[config.mk]
export PLATFORM = sky130hd
export DESIGN_NAME = coeff_update_ctrl
export DESIGN_NICKNAME = d
export VERILOG_FILES = /design/src/rtl/coeff_update_ctrl.sv
export SDC_FILE = /design/constraint.sdc
export NUM_CORES = 1
export LEC_CHECK = 0
export ABC_CLOCK_PERIOD_IN_PS = 2000
export BUFFER_PORTS_ARGS = -buffer_cell sky130_fd_sc_hd__buf_2
export CAP_MARGIN = 20
export CORE_ASPECT_RATIO = 1.1
export CORE_MARGIN = 10
export CORE_UTILIZATION = 40
export DETAILED_ROUTE_END_ITERATION = 8
export GPL_TIMING_DRIVEN = 0
export PLACE_DENSITY = 0.61
export SLEW_MARGIN = 20
export SYNTH_ARGS = -nofsm -noshare
export SYNTH_HDL_FRONTEND = slang
export SYNTH_SLANG_ARGS = --single-unit
[constraint.sdc]
create_clock -name iClk_12M -period 2 [get_ports iClk_12M]
set_input_delay 0.4 -clock iClk_12M [delete_from_list [all_inputs] [get_ports iClk_12M]]
set_output_delay 0.4 -clock iClk_12M [all_outputs]
set_load 0.01 [all_outputs]
[src/rtl/coeff_update_ctrl.sv]
// Coefficient update controller for the transposed FIR filter.
// It streams host coefficients into the four coefficient banks in tap order and zero-pads the unused taps.
module coeff_update_ctrl #(
  parameter int NUM_TAPS   = 40,
  parameter int BANK_DEPTH = 10,
  parameter int TIMEOUT    = 255
) (
  input  logic        iClk_12M,
  input  logic        iRsn,
  input  logic        iEnSample_300k,
  input  logic        iLoadStart,
  input  logic [5:0]  iNumOfCoeff,
  input  logic        iCoeffValid,
  input  logic [15:0] iCoeff,
  output logic        oCoeffReady,
  output logic        oCoeffiUpdateFlag,
  output logic        oCsnRam,
  output logic        oWrnRam,
  output logic [3:0]  oAddrRam,
  output logic [15:0] oWrDtRam,
  output logic        oBusy,
  output logic        oDone,
  output logic        oErr
);

  localparam int TMOW = $clog2(TIMEOUT + 1);

  typedef enum logic [2:0] {
    S_IDLE, S_SYNC, S_LOAD, S_WRITE, S_GAP, S_PAD_WR, S_PAD_GAP, S_FIN
  } state_t;

  state_t      state_q, state_d;
  logic [5:0]  tap_q, tap_d, cnt_q, cnt_d, tap_inc;
  logic [3:0]  bidx_q, bidx_d, bidx_inc;
  logic [TMOW-1:0] tmo_q, tmo_d;
  logic        tmo_err_q, tmo_err_d;
  logic        ready_q, ready_d, flag_q, flag_d, csn_q, csn_d, wrn_q, wrn_d;
  logic [3:0]  addr_q, addr_d;
  logic [15:0] wrdt_q, wrdt_d;
  logic        busy_q, busy_d, done_q, done_d, err_q, err_d;

  // Next-state and next-output logic; every output is registered from these values.
  always_comb begin
    state_d   = state_q;
    tap_d     = tap_q;
    cnt_d     = cnt_q;
    bidx_d    = bidx_q;
    tmo_d     = tmo_q;
    tmo_err_d = tmo_err_q;
    flag_d    = flag_q;
    addr_d    = addr_q;
    wrdt_d    = wrdt_q;
    ready_d   = 1'b0;
    csn_d     = 1'b1;
    wrn_d     = 1'b1;
    done_d    = 1'b0;
    err_d     = 1'b0;
    tap_inc   = tap_q + 6'd1;
    bidx_inc  = (bidx_q == 4'(BANK_DEPTH - 1)) ? 4'd0 : bidx_q + 4'd1;

    case (state_q)
      S_IDLE: begin
        tap_d     = 6'd0;
        bidx_d    = 4'd0;
        tmo_d     = '0;
        tmo_err_d = 1'b0;
        if (iLoadStart) begin
          cnt_d = iNumOfCoeff;
          if ((iNumOfCoeff == 6'd0) || (iNumOfCoeff > 6'(NUM_TAPS))) begin
            err_d = 1'b1;
          end else begin
            state_d = S_SYNC;
          end
        end else begin
          state_d = S_IDLE;
        end
      end
      S_SYNC: begin
        if (iEnSample_300k) begin
          state_d = S_LOAD;
          flag_d  = 1'b1;
          ready_d = 1'b1;
        end else begin
          state_d = S_SYNC;
        end
      end
      S_LOAD: begin
        if (iCoeffValid) begin
          state_d = S_WRITE;
          csn_d   = 1'b0;
          wrn_d   = 1'b0;
          addr_d  = bidx_q;
          wrdt_d  = iCoeff;
          tmo_d   = '0;
        end else if (tmo_q == TMOW'(TIMEOUT - 1)) begin
          // Host gave up: fill the remaining taps with zeros so every bank stays defined.
          state_d   = S_PAD_WR;
          tmo_err_d = 1'b1;
          csn_d     = 1'b0;
          wrn_d     = 1'b0;
          addr_d    = bidx_q;
          wrdt_d    = 16'h0000;
        end else begin
          tmo_d   = tmo_q + TMOW'(1);
          ready_d = 1'b1;
        end
      end
      S_WRITE:    state_d = S_GAP;
      S_PAD_WR:   state_d = S_PAD_GAP;
      S_GAP, S_PAD_GAP: begin
        tap_d  = tap_inc;
        bidx_d = bidx_inc;
        if (tap_inc == 6'(NUM_TAPS)) begin
          state_d = S_FIN;
        end else if ((state_q == S_GAP) && (tap_inc != cnt_q)) begin
          state_d = S_LOAD;
          ready_d = 1'b1;
        end else begin
          state_d = S_PAD_WR;
          csn_d   = 1'b0;
          wrn_d   = 1'b0;
          addr_d  = bidx_inc;
          wrdt_d  = 16'h0000;
        end
      end
      S_FIN: begin
        state_d = S_IDLE;
        flag_d  = 1'b0;
        done_d  = ~tmo_err_q;
        err_d   = tmo_err_q;
      end
      default: begin
        state_d = S_IDLE;
        flag_d  = 1'b0;
      end
    endcase
    busy_d = (state_d != S_IDLE);
  end

  // State, counters and registered outputs.
  always_ff @(posedge iClk_12M or negedge iRsn) begin
    if (!iRsn) begin
      state_q   <= S_IDLE;
      tap_q     <= 6'd0;
      cnt_q     <= 6'd0;
      bidx_q    <= 4'd0;
      tmo_q     <= '0;
      tmo_err_q <= 1'b0;
      ready_q   <= 1'b0;
      flag_q    <= 1'b0;
      csn_q     <= 1'b1;
      wrn_q     <= 1'b1;
      addr_q    <= 4'd0;
      wrdt_q    <= 16'h0000;
      busy_q    <= 1'b0;
      done_q    <= 1'b0;
      err_q     <= 1'b0;
    end else begin
      state_q   <= state_d;
      tap_q     <= tap_d;
      cnt_q     <= cnt_d;
      bidx_q    <= bidx_d;
      tmo_q     <= tmo_d;
      tmo_err_q <= tmo_err_d;
      ready_q   <= ready_d;
      flag_q    <= flag_d;
      csn_q     <= csn_d;
      wrn_q     <= wrn_d;
      addr_q    <= addr_d;
      wrdt_q    <= wrdt_d;
      busy_q    <= busy_d;
      done_q    <= done_d;
      err_q     <= err_d;
    end
  end

  assign oCoeffReady       = ready_q;
  assign oCoeffiUpdateFlag = flag_q;
  assign oCsnRam           = csn_q;
  assign oWrnRam           = wrn_q;
  assign oAddrRam          = addr_q;
  assign oWrDtRam          = wrdt_q;
  assign oBusy             = busy_q;
  assign oDone             = done_q;
  assign oErr              = err_q;

endmodule

==> flow_summary.json, run 1 <==
{
  "critPathKind": "flop to flop",
  "grt_pass1_wl_um": 10490,
  "via_count_of_the_first_global_routing_pass": 2194,
  "tritoncts": "done",
  "cts_max_path_buffers": 2,
  "cts_inserted_buffers": 5,
  "critical_path_required_ns": 2.19,
  "ff_latch_area_mm2": 0.001355,
  "gp_routability_congestion": 0.8047,
  "filler_cell_count": 616,
  "worstSetupEndpointType": "flop",
  "seq_area_frac_synth_pct": 49.59,
  "die-area_mm2": 0.01053,
  "postLayoutCellArea_mm2": 0.003393,
  "place_ws_ns": -0.2954,
  "portBuffers": 53,
  "slew_violations": 0,
  "grt_antenna_before_repair": 0,
  "postSynthAreaPerCell_um2": 10.18,
  "initialDrtViolationCount": 65,
  "setup_violations": 19,
  "area_occupied_by_multi_input_gates_mm2": 0.001346,
  "synth.cell_area_mm2": 0.002728,
  "num_rows": 31,
  "synthesis.nets": 299,
  "synth.top_cell.area_share_pct": 48.62,
  "path_max_fanout": 5,
  "worst_reg_to_reg_path_cell_count": 8,
  "timing.critical_path.arrival_ns": 2.37,
  "cellPowerDensity_mw_per_mm2": 1244,
  "design.portCount": 54,
  "post_drt_via_cell_ratio": 5.207,
  "cpLargestDelayFamily": "compound AO/OA/AOI/OAI gates",
  "rsz0062_at_grt": "true",
  "vias_post_dr": 2161,
  "globalRoute.totalOverflow": 0,
  "power_mw": 4.221,
  "failing_checks": "negative setup slack",
  "met1_track_demand_over_resource_in_global_routing_pct": 15.45,
  "clkLatencyLatePin_ns": 0.31,
  "drt-wirelength-per-cell_um": 14.37,
  "drc_errors": 0,
  "finalNetCount": 363,
  "worstMarginPinSlew_ns": 0.6644,
  "finalWorstSetupSlack_ns": -0.1724,
  "synth_top_flop_cell": "dfrtp_1",
  "cts-hold-fix-buffers": 0,
  "slowest_stage": "dfrtp_2",
  "dpl_cell_area_mm2": 0.003134,
  "grt-busiest-layer": "met2",
  "yosys_register_bits": 54,
  "synth.most_common_cell": "dfrtp_1",
  "globalRouteMet3Util_pct": 4.367,
  "finalClockSkew_ns": 0.009384,
  "grt_max_degree": 55,
  "antenna-diode-count": 0,
  "post_route_worst_hold_slack_ns": 0.1256,
  "cts.root.buffer_cell": "clkbuf_8",
  "vdd_drop_max_v": 0.0006243,
  "run_status": "finished with violations",
  "crit_cells": 8,
  "die_y_um": 106.6,
  "netlist_instances": 268,
  "drv_cap": 0,
  "crit_path_cell_trace": "ha_4, xor2_2, a311oi_4, a31oi_4, a211oi_4, o21ai_4, buf_6, mux2_4",
  "post_synth_most_frequent_cells": "dfrtp_1, o21ai_0, nand2_1",
  "tritoncts_num_sinks": 54,
  "synth.area.top_cells": "dfrtp_1, a22o_1, o21ai_0, nand2_1, nor2_1",
  "start_kind": "flop",
  "final_period_minus_worst_setup_slack_ns": 2.172,
  "final_hold_viol_count": 0,
  "die_width_um": 98.74,
  "worst_slew_margin_rel_pct": 55.71,
  "post-synth-top-area-cell": "dfrtp_1",
  "synth.yosys.warnings": 0,
  "synth.lib_cells_used.distinct": 47,
  "cts.clk_slew.worst_paths_ns": 0.09,
  "fin_crit_sh_pct": 108.6,
  "max_clock_freq_ghz": 0.4603,
  "cts-htree-levels": 2,
  "critical_path.max_stage_delay_ns": 0.46,
  "post_route_cells_drive_above_1_share_pct": 30.93,
  "dp_hpwl_um": 4305,
  "path_buf_inv": 1,
  "drt_pre_antenna_iters": 4,
  "initial_core_util_pct": 41.37,
  "core_region_area_mm2": 0.006594,
  "asyncSetResetFlopFracSynth_pct": 100.0,
  "gr-usage-all-layers_pct": 11.80,
  "final_antenna_violating_net_count": 0,
  "min-delay-path-class": "primary input to asynchronous set/reset pin",
  "drt_wl_total_um": 5962,
  "number_of_enable_type_register_cells_in_the_synthesized_netlist": 0,
  "leakage_power_total_nw": 1.562,
  "area.growth.synth_to_final_pct": 24.40,
  "use_met2_pct": 17.99
}
-- cells in the final DEF, fill, tap and decap left out, types with 4 or more instances in the layout --
master and count:
xor2_1 6, buf_6 5, nor2b_1 6, o21a_1 4, mux2_2 6, a22o_1 18, o21ai_0 30, nor2_1 17
clkbuf_8 6, buf_4 8, a31oi_1 6, buf_2 54, dfrtp_1 51, xnor2_1 5, nor3_1 6, nand2_1 28
nand3_1 8, clkbuf_1 5, a21o_1 4, inv_1 8
-- layer usage --
metal  wire [um]  vias up
met4          57        0
met2        2454       68
met1        2945     1007
met3         504        5
li1            -     1081
met5           0        -
-- registers in the layout, summed over array words and instances (netlist names), 3 cells and up --
register and flops:
tap_q 6, oAddrRam 4, bidx_q 4, tmo_q 8, cnt_q 6, oWrDtRam 16, state_q 3
-- cell type report --
type | instances | area share, %
multi-input cells | 189 | 39.68
inverters | 8 | 0.8850
clock inverters | 2 | 1.770
well taps | 82 | 3.024
clock buffers | 6 | 2.434
repair buffers | 58 | 9.108
plain buffers | 16 | 3.171
flip-flops and latches | 54 | 39.93
-- logic make-up after synthesis --
logic type / Yosys count / share of synthesized area, %
flops: 54 / 49.59
fa+ha+maj: 4 / 1.835
xor+xnor: 13 / 4.725
mux: 9 / 3.945
buf+inv: 25 / 4.862
simple gates: 84 / 15.00
compound gates: 79 / 20.05
-- worst reg2reg max path: stages, from the launching register on --
cell	delay, ns
dfrtp_2	0.46
ha_4	0.26
xor2_2	0.16
a311oi_4	0.26
a31oi_4	0.13
a211oi_4	0.25
o21ai_4	0.11
buf_6	0.16
mux2_4	0.29
-- per-stage QoR --
step	setup TNS, ns	instances	utilization, %
2_1_floorplan	-0.5430	268	-
3_3_place_gp	-4.471	403	47.50
3_5_place_dp	-4.731	403	47.53
4_1_cts	-3.085	414	50.38
5_1_grt	-4.699	415	51.46
6_report	-2.447	415	51.46
-- where the power goes --
part	internal [mW]	total [mW]	switching, mW	leakage, nW
clock network	0.534	0.889	0.355	0.0714
registers	1.38	1.57	0.190	0.705
logic	0.823	1.77	0.943	0.786
-- worst paths after layout --
| check | from | end | slack (ns) |
|---|---|---|---|
| setup / recovery | tap_q[1] | oAddrRam[3] | -0.17 |
| setup reg to reg | tap_q[1] | oAddrRam[3] | -0.17 |
| hold / removal | iRsn | oWrDtRam[3] | 0.13 |
| max in group asynchronous | iRsn | tap_q[0] | 1.40 |
| min in group iClk_12M | iCoeff[9] | oWrDtRam[9] | 0.31 |
| hold reg to reg | tmo_err_q | oDone | 0.49 |
-- repair_timing --
item | in CTS | in global routing
gates resized for setup | 3 | 10
setup buffers | 3 | 1
pin swaps | 4 | 2
endpoints found under the setup margin | 20 | 34
endpoints found under the hold margin | 0 | 0
gates cloned | 0 | 1
Power figures use the tool's default switching activity.
==> inputs of run 2 (changes only) <==
--- a/config.mk
+++ b/config.mk
@@ -15,3 +15,4 @@
 export GPL_TIMING_DRIVEN = 0
-export PLACE_DENSITY = 0.61
+export PLACE_DENSITY_LB_ADDON = 0.08
+export RECOVER_POWER = 100
 export SLEW_MARGIN = 20
==> constraint.sdc (replaced) <==
create_clock -name iClk_12M -period 2 [get_ports iClk_12M]
set_input_delay 0.2 -clock iClk_12M [delete_from_list [all_inputs] [get_ports iClk_12M]]
set_output_delay 0.2 -clock iClk_12M [all_outputs]
set_load 0.01 [all_outputs]
==> flow_summary.json, run 2 (synthesis gave the netlist of run 1 again) <==
{
  "worst_slew_margin_rel_pct": 9.790,
  "hold_path_depth": 2,
  "worst_reg_to_reg_path_cell_count": 8,
  "drc_errors": 0,
  "slowest_stage": "dfrtp_2",
  "run_status": "finished with violations",
  "num_rows": 31,
  "via_count_of_the_first_global_routing_pass": 2236,
  "crit_path_cell_trace": "ha_4, xor2_1, a311oi_2, a31oi_1, a211oi_2, o21ai_2, buf_6, mux2_4",
  "min-delay-path-class": "primary input to flop",
  "slew_violations": 0,
  "area.growth.synth_to_final_pct": 19.82,
  "failing_checks": "negative setup slack",
  "cts.root.buffer_cell": "clkbuf_8",
  "drv_cap": 0,
  "finalNetCount": 365,
  "post_drt_via_cell_ratio": 5.146,
  "grt_antenna_before_repair": 0,
  "cts_max_path_buffers": 2,
  "drt-wirelength-per-cell_um": 15.34,
  "cts_inserted_buffers": 5,
  "crit_cells": 8,
  "finalClockSkew_ns": 0.008148,
  "place_ws_ns": -0.2686,
  "post_route_cells_drive_above_1_share_pct": 22.69,
  "die_y_um": 106.6,
  "design.portCount": 54,
  "final_period_minus_worst_setup_slack_ns": 2.134,
  "globalRoute.totalOverflow": 0,
  "path_max_fanout": 5,
  "cellPowerDensity_mw_per_mm2": 1164,
  "leakage_power_total_nw": 1.437,
  "vias_post_dr": 2146,
  "core_region_area_mm2": 0.006594,
  "critical_path_required_ns": 2.21,
  "cpLargestDelayFamily": "compound AO/OA/AOI/OAI gates",
  "portBuffers": 53,
  "critPathKind": "flop to flop",
  "path_buf_inv": 1,
  "tritoncts_num_sinks": 54,
  "final_antenna_violating_net_count": 0,
  "fin_crit_sh_pct": 106.7,
  "power_mw": 3.805,
  "antenna-diode-count": 0,
  "grt_pass1_wl_um": 10940,
  "start_kind": "flop",
  "cts-htree-levels": 2,
  "vdd_drop_max_v": 0.0004781,
  "grt_max_degree": 55,
  "tritoncts": "done",
  "most_used_cells_in_the_layout_excluding_fill_and_tap_cells": "dfrtp_1, clkbuf_1, o21ai_0",
  "max_reg_flops": 16,
  "drt_pre_antenna_iters": 4,
  "worstSetupEndpointType": "flop",
  "max_clock_freq_ghz": 0.4686,
  "timing.critical_path.arrival_ns": 2.34,
  "drt_wl_total_um": 6398,
  "gp_routability_congestion": 0.7429,
  "finalWorstSetupSlack_ns": -0.1339,
  "dp_hpwl_um": 4687,
  "initial_core_util_pct": 41.37,
  "rsz0062_at_grt": "true",
  "worstMarginPinSlew_ns": 1.353,
  "initialDrtViolationCount": 100,
  "gr-usage-all-layers_pct": 12.30,
  "critical_path.max_stage_delay_ns": 0.48,
  "die_width_um": 98.74,
  "clkLatencyLatePin_ns": 0.31,
  "setup_violations": 19,
  "final_hold_viol_count": 0,
  "cts.clk_slew.worst_paths_ns": 0.11,
  "die-area_mm2": 0.01053,
  "commonest_non_fill_non_tap_cell_in_the_layout": "dfrtp_1"
}
run 2: changes by cell type in the layout (fill, tap and decap cells not counted), moves of 2 or more:
cell / before / now
clkbuf_1: 5 / 32
buf_2: 54 / 29
a311oi_2: 0 / 2
a311oi_4: 2 / 0
bufinv_16: 2 / 0
o31ai_2: 0 / 2
run 2: area by class of cell:
class / instances / area (um2)
inverters: 8 / 30.03
plain buffers: 15 / 97.59
flip-flops and latches: 54 / 1355
clock inverters: 3 / 25.02
multi-input cells: 189 / 1294
repair buffers: 61 / 295.3
well taps: 82 / 102.6
clock buffers: 5 / 68.82
fillers: 665 / 3326
run 2: timing repair:
action	in CTS	in global routing
endpoints found under the hold margin	53	0
cloned	1	0
pin swaps	6	3
resized for setup	3	4
hold buffers	1	0
buffers inserted	5	1
setup endpoints to repair	20	30
run 2: worst paths after layout:
kind,start,end,slack [ns]
setup / recovery,tap_q[1],oAddrRam[2],-0.13
hold / removal,iCoeff[0],oWrDtRam[0],0.09
setup reg to reg,tap_q[1],oAddrRam[2],-0.13
hold reg to reg,tmo_err_q,oDone,0.47
max in group asynchronous,iRsn,tap_q[1],0.38
min in group asynchronous,iRsn,oWrDtRam[9],0.72
run 2: power by group:
part / switching (mW) / total [mW] / leakage (nW) / internal, mW
Combinational: 0.862 / 1.57 / 0.687 / 0.709
Sequential: 0.210 / 1.59 / 0.705 / 1.38
Clock: 0.393 / 0.647 / 0.0447 / 0.254
Total: 1.46 / 3.80 / 1.44 / 2.34
run 2: layer usage:
layer / vias up / part of all wire, % / GRT usage [%]
met5: - / 0 / 0
met4: 0 / 0.92 / 3.074
met3: 6 / 5.7 / 3.404
met2: 50 / 49 / 21.42
met1: 1013 / 44 / 14.62
li1: 1077 / - / -
run 2: through the flow:
stage,instance area [um2],hold WS (ns),utilization (%),std cells,setup TNS (ns)
global placement,3132,0.4172,47.50,403,-4.008
finish,3268,0.09432,49.56,417,-1.390
CTS,3287,0.08954,49.85,417,-2.152
global route,3268,0.08594,49.56,417,-4.619
detailed placement,3134,0.2988,47.53,403,-4.104
floorplan,2764,-0.09559,-,268,-0.5430
==> inputs of run 3 (changes only) <==
Settings changed: SKIP_CTS_REPAIR_TIMING set to 1.
==> flow_summary.json, run 3 (synthesis gave the netlist of run 1 again) <==
{
  "terminating_pin_of_the_worst_hold_path": "oWrDtRam[12]",
  "slew_violations": 0,
  "gr-usage-all-layers_pct": 12.09,
  "worstMarginPinSlew_ns": 1.341,
  "worst_reg_to_reg_path_cell_count": 9,
  "commonest_non_fill_non_tap_cell_in_the_layout": "dfrtp_1",
  "drt_pre_antenna_iters": 4,
  "antenna-diode-count": 0,
  "initialDrtViolationCount": 104,
  "tritoncts": "done",
  "worstReg2RegStart": "tap_q[0]",
  "post_drt_via_cell_ratio": 5.149,
  "fin_crit_sh_pct": 108.5,
  "finalNetCount": 363,
  "post_layout_nonfiller_instances": 415,
  "critical_path_required_ns": 2.21,
  "run_status": "finished with violations",
  "post_route_cells_drive_above_1_share_pct": 21.92,
  "die_y_um": 106.6,
  "leakage_power_total_nw": 1.426,
  "drv_cap": 0,
  "place.detailed.instances": 403,
  "final_period_minus_worst_setup_slack_ns": 2.170,
  "initial_core_util_pct": 41.37,
  "globalRoute.totalOverflow": 0,
  "drt_wl_total_um": 6323,
  "cellPowerDensity_mw_per_mm2": 1165,
  "path_max_fanout": 10,
  "vias_post_dr": 2137,
  "min-delay-path-class": "primary input to flop",
  "max_reg_flops": 16,
  "tritoncts_num_sinks": 54,
  "drt-wirelength-per-cell_um": 15.24,
  "place_ws_ns": -0.2686,
  "design.portCount": 54,
  "die-area_mm2": 0.01053,
  "final_hold_viol_count": 0,
  "finalClockSkew_ns": 0.007271,
  "dp_hpwl_um": 4687,
  "cts.root.buffer_cell": "clkbuf_8",
  "finalSetupTns_ns": -2.023,
  "core_region_area_mm2": 0.006594,
  "critPathKind": "flop to flop",
  "drc_errors": 0,
  "final_antenna_violating_net_count": 0,
  "via_count_of_the_first_global_routing_pass": 2188,
  "failing_checks": "negative setup slack",
  "setup_violations": 19,
  "max_clock_freq_ghz": 0.4608,
  "cts_max_path_buffers": 2,
  "cts.clk_slew.worst_paths_ns": 0.11,
  "vdd_drop_max_v": 0.0004914,
  "postLayoutCellArea_mm2": 0.003254,
  "timing.critical_path.arrival_ns": 2.38,
  "clkLatencyLatePin_ns": 0.31,
  "num_rows": 31,
  "finalWorstSetupSlack_ns": -0.1701,
  "grt_antenna_before_repair": 0,
  "grt_pass1_wl_um": 10780,
  "hold_path.startpoint": "iCoeff[12]",
  "area.growth.synth_to_final_pct": 19.31,
  "dpl_cell_area_mm2": 0.003134,
  "r2r_end": "oAddrRam[2]",
  "gp_routability_congestion": 0.7429,
  "hold_path_depth": 2,
  "rsz0062_at_grt": "true",
  "reg2reg_setup_slack_ns": -0.17,
  "portBuffers": 53,
  "cts_inserted_buffers": 5,
  "power_mw": 3.790,
  "grt_max_degree": 55,
  "worst_slew_margin_rel_pct": 10.57,
  "worstSetupEndpointType": "flop",
  "start_kind": "flop",
  "filler_cell_count": 657,
  "most_used_cells_in_the_layout_excluding_fill_and_tap_cells": "dfrtp_1, clkbuf_1, o21ai_0",
  "cts-htree-levels": 2,
  "die_width_um": 98.74
}
## run 3: routing by layer
metal | wire, um | vias up | share of wire [%] | track usage [%]
li1 | - | 1075 | - | -
met1 | 2790 | 1014 | 44 | 14.57
met2 | 3118 | 43 | 49 | 20.71
met3 | 355 | 5 | 5.6 | 3.404
met4 | 58 | 0 | 0.92 | 3.074
met5 | 0 | - | 0 | 0
## run 3: layout make-up
cell class	count	area [um2]	area share, %
clock buffer	5	68.82	2.115
clock inverter	3	25.02	0.7689
sequential	54	1355	41.64
multi-input combinational	189	1300	39.95
buffer	17	108.9	3.345
timing repair buffer	57	264.0	8.112
tap	82	102.6	3.153
inverter	8	30.03	0.9227
## run 3: worst max-delay path, stage by stage (launching register included)
cell and delay (ns):
dfrtp_2 0.48, ha_2 0.20, buf_6 0.13, nand3_4 0.07, xor3_1 0.27, a31oi_4 0.21
a211oi_4 0.06, o21ai_2 0.17, buf_6 0.17, mux2_4 0.31
## run 3: worst max-delay path by stage
stage                        start          end  cells past startpoint
final                     tap_q[0]  oAddrRam[2]                      9
after global placement    tap_q[0]  oAddrRam[2]                      8
after detailed placement  tap_q[0]  oAddrRam[2]                      8
after CTS                 tap_q[0]  oAddrRam[2]                      8
after global routing      tap_q[0]  oAddrRam[2]                      9
after floorplan           tap_q[1]  oAddrRam[2]                      8
## run 3: power breakdown
group	switching, mW	internal, mW
Sequential	0.207	1.38
Clock	0.389	0.254
Combinational	0.873	0.690
## run 3: per-stage QoR
| stage | utilization (%) | hold slack (ns) |
|---|---|---|
| final | 49.35 | 0.09662 |
| after CTS | 48.96 | -0.05207 |
| after detailed placement | 47.53 | 0.2988 |
| after global routing | 49.35 | 0.08594 |
| after floorplan | - | -0.09559 |
| after global placement | 47.50 | 0.4172 |
